### src/rtl/bcd_serial_addsub_if.sv
// Handshake and operand/result bundle for the digit-serial BCD adder/subtractor.
interface bcd_serial_addsub_if #(
   parameter int unsigned N_DIGITS = 4
);
   localparam int unsigned W = 4 * N_DIGITS;

   logic         start;
   logic         sub;
   logic [W-1:0] a;
   logic [W-1:0] b;
   logic [W-1:0] sum;
   logic         cout;
   logic         err;
   logic         busy;
   logic         done;

   // Requester side: drives operands and start, observes the result.
   modport master (
      output start, sub, a, b,
      input  sum, cout, err, busy, done
   );

   // Arithmetic unit side.
   modport slave (
      input  start, sub, a, b,
      output sum, cout, err, busy, done
   );
endinterface

### src/rtl/bcd_serial_addsub.sv
// Packed-BCD adder/subtractor, one digit per clock, least significant digit first.
// Subtraction uses the 9's complement of B with an initial carry of 1 (10's complement).
module bcd_serial_addsub #(
   parameter int unsigned N_DIGITS = 4
) (
   input logic                clk_i,
   input logic                rst_b_i,
   bcd_serial_addsub_if.slave bus
);
   localparam int unsigned W    = 4 * N_DIGITS;
   localparam int unsigned CntW = (N_DIGITS > 1) ? $clog2(N_DIGITS) : 1;
   localparam logic [CntW-1:0] LastCnt = CntW'(N_DIGITS - 1);

   typedef enum logic [1:0] {StIdle, StRun, StDone} state_e;

   state_e          state_q, state_d;
   logic [W-1:0]    a_q, a_d, b_q, b_d, res_q, res_d, sum_q, sum_d;
   logic [CntW-1:0] cnt_q, cnt_d;
   logic            sub_q, sub_d, carry_q, carry_d, ierr_q, ierr_d;
   logic            cout_q, cout_d, err_q, err_d, done_q, done_d;

   logic            in_bad;
   logic [3:0]      da, db, dig;
   logic [4:0]      t;
   logic            dcarry;

   // Flag any non-decimal nibble on the incoming operands.
   always_comb begin
      in_bad = 1'b0;
      for (int i = 0; i < int'(N_DIGITS); i++) begin
         if (bus.a[4*i +: 4] > 4'd9 || bus.b[4*i +: 4] > 4'd9) in_bad = 1'b1;
      end
   end

   // Single-digit decimal add on the lowest nibble of the shifting operand registers.
   always_comb begin
      da     = a_q[3:0];
      db     = sub_q ? (4'd9 - b_q[3:0]) : b_q[3:0];
      // Full 5-bit sum so the >9 test sees the true value.
      t      = {1'b0, da} + {1'b0, db} + {4'b0000, carry_q};
      dcarry = (t > 5'd9);
      dig    = dcarry ? 4'(t - 5'd10) : t[3:0];
   end

   // FSM next state and datapath updates.
   always_comb begin
      state_d = state_q;
      a_d     = a_q;
      b_d     = b_q;
      sub_d   = sub_q;
      carry_d = carry_q;
      cnt_d   = cnt_q;
      res_d   = res_q;
      ierr_d  = ierr_q;
      sum_d   = sum_q;
      cout_d  = cout_q;
      err_d   = err_q;
      done_d  = 1'b0;
      unique case (state_q)
         StIdle: begin
            if (bus.start) begin
               state_d = StRun;
               a_d     = bus.a;
               b_d     = bus.b;
               sub_d   = bus.sub;
               carry_d = bus.sub;
               cnt_d   = '0;
               ierr_d  = in_bad;
            end
         end
         StRun: begin
            // Operands shift down so the current digit is always at [3:0];
            // result digits enter at the top and land in place after N_DIGITS shifts.
            a_d              = a_q >> 4;
            b_d              = b_q >> 4;
            res_d            = res_q >> 4;
            res_d[W-1 -: 4]  = dig;
            carry_d          = dcarry;
            cnt_d            = cnt_q + 1'b1;
            if (cnt_q == LastCnt) state_d = StDone;
         end
         StDone: begin
            state_d = StIdle;
            done_d  = 1'b1;
            err_d   = ierr_q;
            sum_d   = ierr_q ? '0 : res_q;
            cout_d  = ierr_q ? 1'b0 : carry_q;
         end
         default: state_d = StIdle;
      endcase
   end

   // State and datapath registers with asynchronous clear.
   always_ff @(posedge clk_i or negedge rst_b_i) begin
      if (!rst_b_i) begin
         state_q <= StIdle;
         a_q     <= '0;
         b_q     <= '0;
         sub_q   <= 1'b0;
         carry_q <= 1'b0;
         cnt_q   <= '0;
         res_q   <= '0;
         ierr_q  <= 1'b0;
         sum_q   <= '0;
         cout_q  <= 1'b0;
         err_q   <= 1'b0;
         done_q  <= 1'b0;
      end else begin
         state_q <= state_d;
         a_q     <= a_d;
         b_q     <= b_d;
         sub_q   <= sub_d;
         carry_q <= carry_d;
         cnt_q   <= cnt_d;
         res_q   <= res_d;
         ierr_q  <= ierr_d;
         sum_q   <= sum_d;
         cout_q  <= cout_d;
         err_q   <= err_d;
         done_q  <= done_d;
      end
   end

   assign bus.sum  = sum_q;
   assign bus.cout = cout_q;
   assign bus.err  = err_q;
   assign bus.done = done_q;
   // Busy spans RUN and DONE, dropping as the registered done pulse appears.
   assign bus.busy = (state_q != StIdle);
endmodule

### src/flat_wrapper.sv
// flat-port wrapper written by rule: the top's interface ports become plain ports
module bcd_serial_addsub_flat 
#(
   parameter int unsigned N_DIGITS = 4
)
  (clk_i, rst_b_i, bus_start, bus_sub, bus_a, bus_b, bus_sum, bus_cout, bus_err, bus_busy, bus_done);
  bcd_serial_addsub_if #(.N_DIGITS(N_DIGITS)) bus_i ();
  input logic clk_i;
  input logic rst_b_i;
  input wire logic [$bits(bus_i.start)-1:0] bus_start;
  input wire logic [$bits(bus_i.sub)-1:0] bus_sub;
  input wire logic [$bits(bus_i.a)-1:0] bus_a;
  input wire logic [$bits(bus_i.b)-1:0] bus_b;
  output wire logic [$bits(bus_i.sum)-1:0] bus_sum;
  output wire logic [$bits(bus_i.cout)-1:0] bus_cout;
  output wire logic [$bits(bus_i.err)-1:0] bus_err;
  output wire logic [$bits(bus_i.busy)-1:0] bus_busy;
  output wire logic [$bits(bus_i.done)-1:0] bus_done;
  assign bus_i.start = bus_start;
  assign bus_i.sub = bus_sub;
  assign bus_i.a = bus_a;
  assign bus_i.b = bus_b;
  assign bus_sum = bus_i.sum;
  assign bus_cout = bus_i.cout;
  assign bus_err = bus_i.err;
  assign bus_busy = bus_i.busy;
  assign bus_done = bus_i.done;
  bcd_serial_addsub #(.N_DIGITS(N_DIGITS)) u_core (.clk_i(clk_i), .rst_b_i(rst_b_i), .bus(bus_i));
endmodule
### config.mk
export PLATFORM = sky130hd
export DESIGN_NAME = bcd_serial_addsub_flat
export DESIGN_NICKNAME = d
export VERILOG_FILES = /design/src/rtl/bcd_serial_addsub_if.sv /design/src/rtl/bcd_serial_addsub.sv /design/src/flat_wrapper.sv
export SDC_FILE = /design/constraint.sdc
export NUM_CORES = 1
export LEC_CHECK = 0
export CAP_MARGIN = 20
export CORE_UTILIZATION = 54
export DETAILED_ROUTE_END_ITERATION = 10
export DONT_BUFFER_PORTS = 1
export PLACE_DENSITY = 0.68
export SYNTH_ARGS = -nofsm -noshare
export SYNTH_HDL_FRONTEND = slang
export SYNTH_SLANG_ARGS = --single-unit
### constraint.sdc
create_clock -name clk_i -period 2.9 [get_ports clk_i]
set_input_delay 0.87 -clock clk_i [delete_from_list [all_inputs] [get_ports clk_i]]
set_output_delay 0.87 -clock clk_i [all_outputs]
set_load 0.02 [all_outputs]
Word level (Yosys, flattened, before mapping)
Index checks and enable logic that the tools add are counted.

Output and inout bits: 20. Logic and storage cells: 61. Register bits after elaboration: 74.

Mux-type cells: 20. Equality and inequality tests: 5. Reductions and logical operators: 10. Add/subtract/negate cells: 5. Magnitude comparators: 9.

Operator list (count): one-hot mux 16 bit (2 select lines) (2); 2-to-1 mux 16 bit (3); > comparator 4 bit (second input constant) (8); 2-to-1 mux 4 bit (2); one-hot mux 2 bit (2 select lines) (2); 2-to-1 mux 1 bit (7); 2-to-1 mux 2 bit (3); AND reduction 2 bit (3); adder 4 x 4 -> 5 bit (1); adder 5 x 1 -> 5 bit (1); > comparator 5 x 4 -> 1 bit (second input constant) (1); == test 2 bit (second input constant) (2); logical OR 1 bit (4); nonzero test 2 bit (2); subtractor 4 bit (first input constant) (1); subtractor 4 bit (second input constant) (1); adder 2 x 1 -> 2 bit (second input constant) (1); == test 2 x 1 -> 1 bit (second input constant) (1); logical NOT 2 bit (1); != test 2 x 1 -> 1 bit (second input constant) (1); != test 2 bit (second input constant) (1); one-hot mux 1 bit (2 select lines) (1).

Longest topological paths before layout
Depth after elaboration: 6. Gate-level depth with buffers: 11. Mapped depth without buffers: 11.

Worst setup path after synthesis
Ideal clock, no wire load.

Path type: register to register. From: reg u_core.sub_q. To: reg u_core.res_q[14]. Setup slack: 415 ps. Required time: 2818 ps. Buffers on the path: 0. Stages on the path, launching flop included: 10. Setup time: 82 ps. Clock period less this slack: 2485 ps. Data arrival time: 2403 ps. Cells stage by stage: dfrtp_1 -> xnor2_1 -> fa_1 -> inv_1 -> fa_1 -> xnor2_1 -> ha_1 -> nor4b_1 -> o211ai_1 -> a31oi_1.

Word-level cells in the longest chain between the ends: 5. Elaborated cells between the ends (all ways): 6. Those cells by class: 3 x add/sub; 1 x order compare; 2 x mux.

RTL lines: from (decl) (line bcd_serial_addsub.sv:19) `logic sub_q, sub_d, carry_q, carry_d, ierr_q, ierr_d;`; from (signal assigned) (line bcd_serial_addsub.sv:112) `sub_q <= sub_d;`; 2-to-1 mux 4 bit (*) (line bcd_serial_addsub.sv:38) `db = sub_q ? (4'd9 - b_q[3:0]) : b_q[3:0];`; adder 4 x 4 -> 5 bit (*) (line bcd_serial_addsub.sv:40) `t = {1'b0, da} + {1'b0, db} + {4'b0000, carry_q};`; adder 5 x 1 -> 5 bit (*) (line bcd_serial_addsub.sv:40); subtractor 4 bit or > comparator 5 x 4 -> 1 bit (tied branches) (line bcd_serial_addsub.sv:42, bcd_serial_addsub.sv:41); 2-to-1 mux 4 bit (*) (line bcd_serial_addsub.sv:42) `dig = dcarry ? 4'(t - 5'd10) : t[3:0];`; to (signal assigned) (line bcd_serial_addsub.sv:115) `res_q <= res_d;`; to (decl) (line bcd_serial_addsub.sv:17) `logic [W-1:0] a_q, a_d, b_q, b_d, res_q, res_d, sum_q, sum_d;`.

Mark *: on every way between the ends. The rest lies on a longest branch, timed or not. A chain may end at the register's enable or synchronous reset.

Worst setup path after layout
From: reg u_core.b_q[1]. To: reg u_core.res_q[13].

Word-level cells in the longest chain between the ends: 6. Elaborated cells between the ends (all ways): 7. Those cells by class: 4 x add/sub; 1 x order compare; 2 x mux.

RTL lines: from (decl) (line bcd_serial_addsub.sv:17); from (signal assigned) (line bcd_serial_addsub.sv:98) `b_q <= '0;`; from (signal assigned) (line bcd_serial_addsub.sv:111) `b_q <= b_d;`; subtractor 4 bit (line bcd_serial_addsub.sv:38); 2-to-1 mux 4 bit (*) (line bcd_serial_addsub.sv:38); adder 4 x 4 -> 5 bit (*) (line bcd_serial_addsub.sv:40); adder 5 x 1 -> 5 bit (*) (line bcd_serial_addsub.sv:40); subtractor 4 bit or > comparator 5 x 4 -> 1 bit (tied branches) (line bcd_serial_addsub.sv:42, bcd_serial_addsub.sv:41); 2-to-1 mux 4 bit (*) (line bcd_serial_addsub.sv:42).

Marks and branches as above.

==> impl.org <==
** Clocking
- Sink Count :: 74
- Resized Gates After CTS :: 0
- Buffer type at the clock tree root :: clkbuf_8
- The number of clock buffers added by TritonCTS is 9.
- The H-tree was split into 3 levels.
- Buffers added to address setup during post-CTS repair amount to 0.
- Clock transition at the registers of the reported paths :: 0.07 ns
- Clock network latency to the later pin of the worst-skew pair :: 0.34 ns
- No sink is reached through more buffers than the 2 on the longest clock path.
- Buffers inserted to repair hold after CTS numbered 0.
- Clock tree from TritonCTS :: yes

** Timing
- Adding up every negative setup slack in the final design gives 0 ns.
- Clk_skew :: ~0.0062 ns
- Setup repair after global routing left no endpoint under its margin.
- Min Tclk post-route :: 2.710 ns
- Relative max-transition margin :: 0.4191
- Final setup violation count :: 0
- Derived from the worst setup path, the maximum achievable clock frequency is 369.1 MHz.
- For the pin with the worst max-slew slack, the measured transition is 0.8693 ns.
- Number of slew-limit violations in the final report :: 0
- Final Hold Viols :: 0
- In the finished design, the share of the clock period the worst path needs comes to 0.9344.

** Layout
- In the layout the commonest cells are nand2_1 (128), dfrtp_1 (74), o21ai_0 (44).
- Proportion of layout cells with a drive suffix above 1 :: 0.06923
- The repair_antennas step left the layout with diodes totalling 0.
- The final layout contains 429 nets.
- Relative to the synthesized area, the layout overhead comes to 7.528%.
- Core Util, Final :: 0.6115
- Leaving out fill and tap cells, the most frequent cell in the layout is nand2_1.

** Synth
- Ranked by total cell area, the synthesized netlist is headed by dfrtp_1 (54%), nand2_1 (14%), o21ai_0 (6.5%).
- Synthesis instantiated 32 different standard cells from the library.
- Counting every instance in the synthesized netlist gives 392.
- Of the post-synthesis cell area, the dominant cell type holds 0.5435.
- Net count after synthesis :: 436
- Of the synthesized area, sequential elements account for 0.5435.
- Averaged over all synthesized cells, the footprint is 8.691 sq um.
- Yosys mapped a number of flops with a built-in enable equal to 0.
- Fraction of synthesis flops using an asynchronous set or reset pin :: 1.000
- Flip-flop cell with the highest count after synthesis :: dfrtp_1
- In this run, synthesis produced a sequential element count of 74.
- During synthesis, Yosys emitted a total of 0 warnings.
- Of all cell types, the one taking the most synthesized area is dfrtp_1.
- The synthesized netlist occupies a cell area of 3407 sq um.

** Pwr
- Of the total power, the clock network draws 0.159.
- Of the total power, the share spent switching nets is 0.4259.
- For this design the ratio of total power to cell area is 1391 nW/um^2.
- Cell internal power was estimated by the tool at slightly below 0.003 W.
- Of the total power, registers draw 0.387.
- The share of total power dissipated in combinational logic is 0.454.
- In this run the static leakage power is 1.704 nW.
- VDD sags by at most 0.0005959 V.
- Reported net switching power :: 0.002170 W

** GRT
- The first global-routing pass estimated 11.25 mm of wire.
- The number of global-route vias before repair is ~2500.
- The number of antenna violations at the first check in global routing is 0.
- Overall global routing resource usage :: 0.2263
- Entering global routing, the biggest net connects 75 pins.
- The total overflow left after global routing is 0.

** Critical path
- Kind of start point of the critical path :: flop
- Cell type of the slowest stage on the worst timing path :: or4_1
- Data arrival time of the critical path :: 2.98 ns
- Reg2reg start :: u_core.b_q[1]
- Type of destination of the critical path :: flop
- Worst flop-to-flop path endpoint :: u_core.res_q[13]
- Crit Path Class :: reg -> reg
- For the worst flop-to-flop path, the logic depth is 11.
- In this run the worst setup path begins at u_core.b_q[1].
- Slack of the worst reg-to-reg path :: 0.19 ns
- Ordered list of cells on the worst path :: inv_1, ha_1, nand2_1, o21ai_0, ha_1, xnor2_1, ha_1, nor2_1, o21a_1, or4_1, nand3_1
- Cell occurring most often along the worst timing path :: ha_1
- Along the worst path, the maximum fanout reaches 5.
- STA puts the critical path data required time at 3.17 ns.
- The largest single stage delay on the critical path is 0.50 ns.

** Die
- Die Span X :: 81.43 microns
- In this run the vertical extent of the chip is ~81 microns.
- The initial utilization of the core area, before any placement, comes to 0.5687.
- Io pins :: 56
- The floorplan step defined a die boundary enclosing between 6000 and 7000 sq um.
- After floorplanning, the core was sized to cover 5991 sq um.
- Core Rows :: 28

** Route
- For this block, the initial DRC count from the detailed router was 125.
- Average wire per cell in the routed design :: 14.20 microns
- Length of the first detailed-routing pass in iterations :: 4
- After detailed routing, the number of vias per cell comes to 5.516.
- Once detail routing completed, the nets flagged for antenna violations numbered 0.
- In the routed design, unresolved DRC markers number 0.
- The detailed router placed around 2600 vias in this run.
- Final wirelength :: 6.604 mm

** Run status
- Result of the run :: finished clean

** Place
- Number of port buffers :: 0
- Routability-driven placement finished with a final weighted congestion of 0.9904.
- Detailed placement ended at an HPWL of 4.461 mm.

** Flow run
- Number of max-cap violations :: 0

** Worst hold path
- The tightest min-delay check is of the in -> async type.
[layout make-up]
class / count / area (sq um)
fill: 529 / 2327
sequential: 74 / 1852
multi-input combinational: 285 / 1435
clock buffer: 11 / 151.4
tap: 75 / 93.84
clock inverter: 5 / 52.55
timing repair buffer: 6 / 45.04
inverter: 9 / 33.78
[critical path, delay by kind of cell (launching register included)]
family                     cells  cell delay, ns
and+or+nand+nor                4            0.70
adders and majority gates      3            0.90
buffers and inverters          1            0.08
xor gates and xnor gates       1            0.30
DFF                            1            0.42
AOI/OAI and AO/OA              2            0.24
[registers in the layout, indices dropped and copies added, names as in the netlist, 2 cells and up]
register        flops
u_core.bus.sum     16
u_core.res_q       16
u_core.cnt_q        2
u_core.state_q      2
u_core.b_q         16
u_core.a_q         16
[logic make-up (layout without fill, tap and decap cells)]
logic type,count (synthesis),count (layout),share of synthesized area
simple gates,192,192,0.2380
compound gates,81,81,0.1362
flops,74,74,0.5435
buf+inv,33,31,0.03746
fa+ha+maj,8,8,0.03379
xor+xnor,3,3,0.007713
mux,1,1,0.003305
[synth_stat cells (all sizes together) (2+ instances only)]
cell / count
nand2: 128
dfrtp: 74
o21ai: 44
nor2: 30
a31oi: 23
clkbuf: 21
nand2b: 19
inv: 9
ha: 6
a21oi: 5
nand3: 4
buf: 3
xnor2: 3
fa: 2
nand4: 2
o211ai: 2
or3: 2
[routing by layer]
layer / part of all wire / routed length, microns / global-route usage
met1: 0.45 / 2998 / 0.2787
met5: 0 / 0 / 0
met4: 0.029 / 189 / 0.1143
met2: 0.47 / 3113 / 0.3700
met3: 0.046 / 303 / 0.05444
[per-stage QoR]
stage	hold slack, ns	std cells	setup WS [ns]	power (W)	cell area, sq um
after global placement	0.4616	449	0.3210	0.004211	3460
after floorplan	0.4469	392	0.4154	0.003791	3407
final	0.2206	465	0.1904	0.005095	3664
after global routing	0.1954	465	0.01768	0.005612	3664
after detailed placement	0.4715	449	0.1976	0.004330	3460
after CTS	0.2017	465	0.1749	0.005149	3664
[how the worst max path moves through the flow]
stage                     slack (ns)          endpoint
final                           0.19  u_core.res_q[13]
after global routing            0.02  u_core.res_q[13]
after CTS                       0.17  u_core.res_q[13]
after detailed placement        0.20  u_core.res_q[13]
after global placement          0.32  u_core.res_q[13]
after floorplan                 0.42  u_core.res_q[14]
[power groups by stage]
stage,clock network [W],registers [W],logic (W)
2_1_floorplan,0,0.00188,0.00191
3_3_place_gp,0,0.00197,0.00224
3_5_place_dp,0,0.00200,0.00233
4_1_cts,0.000830,0.00198,0.00234
5_1_grt,0.000866,0.00205,0.00270
6_report,0.000809,0.00197,0.00231
Power figures use the tool's default switching activity.
